===== config.mk =====
export PLATFORM = sky130hd
export DESIGN_NAME = drink_sequencer_flat
export DESIGN_NICKNAME = d
export VERILOG_FILES = /design/src/rtl/drink_sequencer_if.sv /design/src/rtl/drink_sequencer.sv /design/src/flat_wrapper.sv
export SDC_FILE = /design/constraint.sdc
export NUM_CORES = 1
export LEC_CHECK = 0
export CAP_MARGIN = 20
export CORE_MARGIN = 10
export CORE_UTILIZATION = 45
export DETAILED_ROUTE_END_ITERATION = 16
export PLACE_DENSITY = 0.81
export SLEW_MARGIN = 10
export SYNTH_ARGS = -nofsm -noshare
export SYNTH_HDL_FRONTEND = slang
export SYNTH_SLANG_ARGS = --single-unit

===== constraint.sdc =====
create_clock -name clk -period 4.7 [get_ports clk]
set_clock_uncertainty 0.1 [all_clocks]
set_input_delay 1.41 -clock clk [delete_from_list [all_inputs] [get_ports clk]]
set_output_delay 1.41 -clock clk [all_outputs]
set_load 0.05 [all_outputs]

===== src/rtl/drink_sequencer_if.sv =====
// ---------------------------------------------------------------------------
// drink_sequencer_if
//   Signal bundle between the user-panel logic (master) and the recipe
//   controller drink_sequencer (slave).
//
//   Panel -> controller : start, bebida[1:0], azucar[1:0], cup_present, cancel
//   Controller -> panel : en_cafe, en_leche, en_chocolate, en_azucar,
//                         busy, done, err
// ---------------------------------------------------------------------------
interface drink_sequencer_if;
    logic       start;
    logic [1:0] bebida;
    logic [1:0] azucar;
    logic       cup_present;
    logic       cancel;
    logic       en_cafe;
    logic       en_leche;
    logic       en_chocolate;
    logic       en_azucar;
    logic       busy;
    logic       done;
    logic       err;

    modport master (
        output start, bebida, azucar, cup_present, cancel,
        input  en_cafe, en_leche, en_chocolate, en_azucar, busy, done, err
    );

    modport slave (
        input  start, bebida, azucar, cup_present, cancel,
        output en_cafe, en_leche, en_chocolate, en_azucar, busy, done, err
    );
endinterface


===== src/rtl/drink_sequencer.sv =====
// ---------------------------------------------------------------------------
// drink_sequencer
//   Recipe controller for the beverage machine. Accepts a drink and sugar
//   selection, then drives the coffee, milk, chocolate and sugar dispenser
//   enables one at a time, in that order, for the recipe's unit counts.
//   Cup removal aborts into ERROR; cancel aborts back to IDLE.
//
// Parameters
//   UNIT_CYCLES  clock cycles one dispensed unit keeps its enable high (>=1)
//
// Ports
//   clk   in  clock, rising edge
//   rst   in  asynchronous reset, active-high
//   bus   drink_sequencer_if.slave
//         in : start, bebida, azucar, cup_present, cancel
//         out: en_cafe, en_leche, en_chocolate, en_azucar, busy, done, err
// ---------------------------------------------------------------------------
module drink_sequencer #(
    parameter int UNIT_CYCLES = 4
) (
    input  logic              clk,
    input  logic              rst,
    drink_sequencer_if.slave  bus
);

    localparam int CW = (UNIT_CYCLES > 1) ? $clog2(UNIT_CYCLES) : 1;

    // Encoding order matters: the dispensing stages are numbered in the
    // order they run, which next_stage() relies on.
    typedef enum logic [2:0] {
        S_IDLE   = 3'd0,
        S_CAFE   = 3'd1,
        S_LECHE  = 3'd2,
        S_CHOC   = 3'd3,
        S_AZUCAR = 3'd4,
        S_DONE   = 3'd5,
        S_ERROR  = 3'd6
    } state_t;

    state_t         state;
    state_t         state_n;
    logic [1:0]     sel_bebida;
    logic [1:0]     sel_azucar;
    logic [CW-1:0]  cyc_cnt;
    logic [1:0]     unit_cnt;
    logic           accept;
    logic [5:0]     rec_lat;
    logic [5:0]     rec_in;
    logic [1:0]     units_cur;
    logic           last_cycle;
    logic           last_unit;

    // Unit counts {cafe, leche, chocolate} for each drink code.
    function automatic logic [5:0] recipe(input logic [1:0] b);
        logic [5:0] r;
        case (b)
            2'b00:   r = {2'd3, 2'd0, 2'd0};
            2'b01:   r = {2'd2, 2'd2, 2'd0};
            2'b10:   r = {2'd2, 2'd1, 2'd2};
            default: r = {2'd0, 2'd2, 2'd3};
        endcase
        return r;
    endfunction

    // First stage strictly after 'from' with a nonzero unit count, or DONE.
    // Skipping happens inside one transition, so no idle gap cycles appear.
    function automatic state_t next_stage(input state_t     from,
                                          input logic [5:0] rec,
                                          input logic [1:0] sugar);
        state_t r;
        if (from < S_CAFE && rec[5:4] != 2'd0)
            r = S_CAFE;
        else if (from < S_LECHE && rec[3:2] != 2'd0)
            r = S_LECHE;
        else if (from < S_CHOC && rec[1:0] != 2'd0)
            r = S_CHOC;
        else if (from < S_AZUCAR && sugar != 2'd0)
            r = S_AZUCAR;
        else
            r = S_DONE;
        return r;
    endfunction

    assign rec_lat = recipe(sel_bebida);
    assign rec_in  = recipe(bus.bebida);

    always_comb begin
        units_cur = 2'd0;
        case (state)
            S_CAFE:   units_cur = rec_lat[5:4];
            S_LECHE:  units_cur = rec_lat[3:2];
            S_CHOC:   units_cur = rec_lat[1:0];
            S_AZUCAR: units_cur = sel_azucar;
            default:  units_cur = 2'd0;
        endcase
    end

    assign last_cycle = (cyc_cnt == CW'(UNIT_CYCLES - 1));
    assign last_unit  = (unit_cnt == units_cur - 2'd1);

    // Next-state logic
    always_comb begin
        state_n = state;
        accept  = 1'b0;
        case (state)
            S_IDLE: begin
                if (bus.start && bus.cup_present) begin
                    accept  = 1'b1;
                    state_n = next_stage(S_IDLE, rec_in, bus.azucar);
                end
            end
            S_CAFE, S_LECHE, S_CHOC, S_AZUCAR: begin
                // Cup removal outranks cancel.
                if (!bus.cup_present)
                    state_n = S_ERROR;
                else if (bus.cancel)
                    state_n = S_IDLE;
                else if (last_cycle && last_unit)
                    state_n = next_stage(state, rec_lat, sel_azucar);
            end
            S_DONE: begin
                state_n = S_IDLE;
            end
            S_ERROR: begin
                // A start still held from before the fault blocks the exit,
                // so the user must release it before a new drink is taken.
                if (bus.cup_present && !bus.start)
                    state_n = S_IDLE;
            end
            default: begin
                state_n = S_IDLE;
            end
        endcase
    end

    // State register and latched selection
    always_ff @(posedge clk or posedge rst) begin
        if (rst) begin
            state      <= S_IDLE;
            sel_bebida <= 2'd0;
            sel_azucar <= 2'd0;
        end else begin
            state <= state_n;
            if (accept) begin
                sel_bebida <= bus.bebida;
                sel_azucar <= bus.azucar;
            end
        end
    end

    // Cycle/unit counters: cleared on every state change, so each stage
    // starts counting from zero.
    always_ff @(posedge clk or posedge rst) begin
        if (rst) begin
            cyc_cnt  <= '0;
            unit_cnt <= 2'd0;
        end else if (state_n != state) begin
            cyc_cnt  <= '0;
            unit_cnt <= 2'd0;
        end else if (state inside {S_CAFE, S_LECHE, S_CHOC, S_AZUCAR}) begin
            if (last_cycle) begin
                cyc_cnt  <= '0;
                unit_cnt <= unit_cnt + 2'd1;
            end else begin
                cyc_cnt  <= cyc_cnt + CW'(1);
            end
        end
    end

    // Moore outputs decoded from state; reset forces IDLE asynchronously,
    // so every enable drops as soon as rst rises.
    assign bus.en_cafe      = (state == S_CAFE);
    assign bus.en_leche     = (state == S_LECHE);
    assign bus.en_chocolate = (state == S_CHOC);
    assign bus.en_azucar    = (state == S_AZUCAR);
    assign bus.done         = (state == S_DONE);
    assign bus.err          = (state == S_ERROR);
    assign bus.busy         = (state != S_IDLE) && (state != S_ERROR);

endmodule

===== src/flat_wrapper.sv =====
// flat-port wrapper written by rule: the top's interface ports become plain ports
module drink_sequencer_flat 
#(
    parameter int UNIT_CYCLES = 4
)
  (clk, rst, bus_start, bus_bebida, bus_azucar, bus_cup_present, bus_cancel, bus_en_cafe, bus_en_leche, bus_en_chocolate, bus_en_azucar, bus_busy, bus_done, bus_err);
  drink_sequencer_if bus_i ();
  input  logic clk;
  input  logic rst;
  input wire logic [$bits(bus_i.start)-1:0] bus_start;
  input wire logic [$bits(bus_i.bebida)-1:0] bus_bebida;
  input wire logic [$bits(bus_i.azucar)-1:0] bus_azucar;
  input wire logic [$bits(bus_i.cup_present)-1:0] bus_cup_present;
  input wire logic [$bits(bus_i.cancel)-1:0] bus_cancel;
  output wire logic [$bits(bus_i.en_cafe)-1:0] bus_en_cafe;
  output wire logic [$bits(bus_i.en_leche)-1:0] bus_en_leche;
  output wire logic [$bits(bus_i.en_chocolate)-1:0] bus_en_chocolate;
  output wire logic [$bits(bus_i.en_azucar)-1:0] bus_en_azucar;
  output wire logic [$bits(bus_i.busy)-1:0] bus_busy;
  output wire logic [$bits(bus_i.done)-1:0] bus_done;
  output wire logic [$bits(bus_i.err)-1:0] bus_err;
  assign bus_i.start = bus_start;
  assign bus_i.bebida = bus_bebida;
  assign bus_i.azucar = bus_azucar;
  assign bus_i.cup_present = bus_cup_present;
  assign bus_i.cancel = bus_cancel;
  assign bus_en_cafe = bus_i.en_cafe;
  assign bus_en_leche = bus_i.en_leche;
  assign bus_en_chocolate = bus_i.en_chocolate;
  assign bus_en_azucar = bus_i.en_azucar;
  assign bus_busy = bus_i.busy;
  assign bus_done = bus_i.done;
  assign bus_err = bus_i.err;
  drink_sequencer #(.UNIT_CYCLES(UNIT_CYCLES)) u_core (.clk(clk), .rst(rst), .bus(bus_i));
endmodule

==> run summary <==
Yosys top cell by area: dfrtp_1
most frequent cells after synthesis: nand2_1 (14), dfrtp_1 (11), nor3_1 (10), o21ai_0 (10), nor2_1 (8)
routed vias: 987
Max FO, Critical Path: 22
part of the power in combinational logic: 60.0%
DRT antenna net count: 0
Syn Inst Count: 129
pwr dens: 638 mW/mm²
switching power: 0.401 mW
register area share after synthesis: 26.8%
P_int: 0.356 mW
CTS clock-pin slew for the worst setup and hold paths: 0.08 ns
Async S/R FF share, synth: 100%
Worst IR Drop VDD: 0.523 mV
final hold vios: 0
most frequent cell after synthesis: nand2_1
Compound-Gate Fraction of Synth Area: 22.9%
multiplexer share of the synthesized area: 8.29%
hold-fix buffers at CTS: 0
diode count: 0
Critical Path AT: 2.45 ns
FF+latch count, synth: 11
Synth Area in Adders: 1.22%
total gr overflow: 0
Starting Density: 46.8%
gpl congestion: 0.904
total negative slack: 0 ns
initial antenna violation count: 0
reg2reg end: u_core.unit_cnt[0]$_DFFE_PP0P_
vias in the first global route: 1010
critical path endpoint category: output pin
Sw Share: 53.0%
Synth area leaders: dfrtp_1 (27%), xnor2_1 (6.0%), nand2_1 (5.1%)
Max Fclk: 252 MHz
unique cell type count in the Yosys netlist: 43
Top FF cell, synth: dfrtp_1
final instance area: 0.00119 mm²
pre-CTS WS: 1.09 ns
Seq pwr share: 31.2%
Yosys top cell area share: 26.8%
outcome: complete, no violations
layout net count: 150
Synth Area per Inst: 7.95 µm²
main combinational cell family by area after synthesis: simple AND/OR/NAND/NOR gates
Die Y: 67.8 µm
Setup crit start kind: flip-flop
Synth warnings: 0
Req. time, crit path: 3.19 ns
Via-to-Cell Ratio: 5.91
RSZ-0062 raised after global routing: no
Worst-Skew Late Latency: 0.27 ns
row cnt: 17
Worst Max-Slew Pin Slew: 0.791 ns
Hold Crit Class: flip-flop to flip-flop
post-DR wirelength/cell: 15.1 µm
pin count of the biggest net entering global routing: 27
# IOs: 16
post-route setup slack: 0.737 ns
Worst Hold End: u_core.cyc_cnt[0]$_DFFE_PP0P_
DP HPWL: 1850 µm
clock buffer depth: 2
CTS resizes: 0
Rel. slew slack: 47.3%
first-pass GRT wire length: 4370 µm
Area after DPL: 0.00116 mm²
Final Max Slew Viols: 0
Final period util: 84.3%
CTS tree: built
Leakage: 0.480 nW
Filler Cell Count: 202
Post-Synth XOR/XNOR Area: 5.98%
Total Routed Length: 2530 µm
Post-Syn Nets: 139
Clock Sink Count: 11
CP Launch Point: u_core.state[1]$_DFF_PP0_
die area: 0.00459 mm²
simple-gate share of the synthesized area: 27.2%
Final min period: 3.96 ns
Pwr Total: 0.757 mW
min-delay src: u_core.cyc_cnt[0]$_DFFE_PP0P_
iteration-0 DRC count of the detailed router: 43
setup violators final: 0
max_cap viols: 0
Clk pwr share: 8.8%
DRC: 0
P&R area growth vs syn: 15.6%
setup slack, reg-to-reg: 2.20 ns
worst reg2reg path depth: 6
DR pass1 iterations: 4
IO buf count: 15
setup bufs post-CTS: 0
gr usage total: 11.8%
Root Buffer: clkbuf_4
CTS buffer count: 3
number of synthesized flops with an enable pin: 0
layout cells sized above 1: 8.63%
CORE AREA: 0.00219 mm²
Post-Syn Area: 0.00103 mm²
hold depth: 2
Die W: 67.8 µm
r2r startpoint: u_core.state[1]$_DFF_PP0_
critical path class: flip-flop to output pin
H-Tree Depth: 1
-- worst max-delay path by stage --
| stage | endpoint | slack (ns) | depth (start not counted) |
|---|---|---|---|
| global route | bus_en_azucar | 0.61 | 4 |
| floorplan | bus_en_cafe | 1.32 | 4 |
| finish | bus_en_azucar | 0.74 | 4 |
| detailed placement | bus_en_azucar | 1.09 | 4 |
| CTS | bus_en_azucar | 0.76 | 4 |
| global placement | bus_en_azucar | 1.09 | 4 |
-- state kept, by name, summed over array words and instances (netlist names) --
signal             flops
u_core.unit_cnt        2
u_core.state           3
u_core.sel_azucar      2
u_core.sel_bebida      2
u_core.cyc_cnt         2
-- per-layer routing --
| layer | track usage (%) | wire (µm) |
|---|---|---|
| met1 | 14.4 | 1120 |
| met2 | 19.4 | 1200 |
| met3 | 2.48 | 181 |
| met4 | 5.13 | 28 |
| met5 | 0 | 0 |
-- logic make-up after synthesis --
kind of cell,after synthesis
compound gates,34
mux,8
flops,11
xor+xnor,7
buf+inv,16
fa+ha+maj,1
simple gates,52
-- placed cells by master, fill, tap and decap left out, drive strengths merged, types with 3 or more instances in the layout --
master	count
clkdlybuf4s50	15
nand2	14
o21ai	12
dfrtp	11
nor3	10
nor2	8
xnor2	7
inv	7
a21oi	5
mux2i	4
mux2	4
clkbuf	4
nand2b	3
a21o	3
nand3	3
a211oi	3
-- worst max-delay path, stage by stage, from the launching register on --
cell	delay [ns]
dfrtp_1	0.65
nor2_1	0.45
inv_1	0.14
nor2_1	0.12
clkdlybuf4s50_1	0.82
-- power groups by stage --
stage / clock [mW] / combinational, mW / sequential (mW)
detailed placement: 0 / 0.451 / 0.235
CTS: 0.0670 / 0.456 / 0.234
floorplan: 0 / 0.431 / 0.156
global placement: 0 / 0.442 / 0.231
global route: 0.0722 / 0.499 / 0.247
finish: 0.0668 / 0.454 / 0.236
-- stage by stage --
stage | util [%] | cells | hold WS [ns]
after floorplan | - | 129 | 0.417
after global placement | 52.9 | 163 | 0.440
after detailed placement | 52.9 | 163 | 0.453
after CTS | 54.1 | 167 | 0.469
after global routing | 54.1 | 167 | 0.493
final | 54.1 | 167 | 0.464
-- cell type report --
type | count | area [µm²] | share of cell area, %
Timing Repair Buffer | 15 | 150 | 12.7
Tap cell | 28 | 35.0 | 2.95
Inverter | 7 | 26.3 | 2.22
Clock buffer | 4 | 26.3 | 2.22
Multi-Input combinational cell | 102 | 673 | 56.8
Sequential cell | 11 | 275 | 23.2
Power figures use the tool's default switching activity.
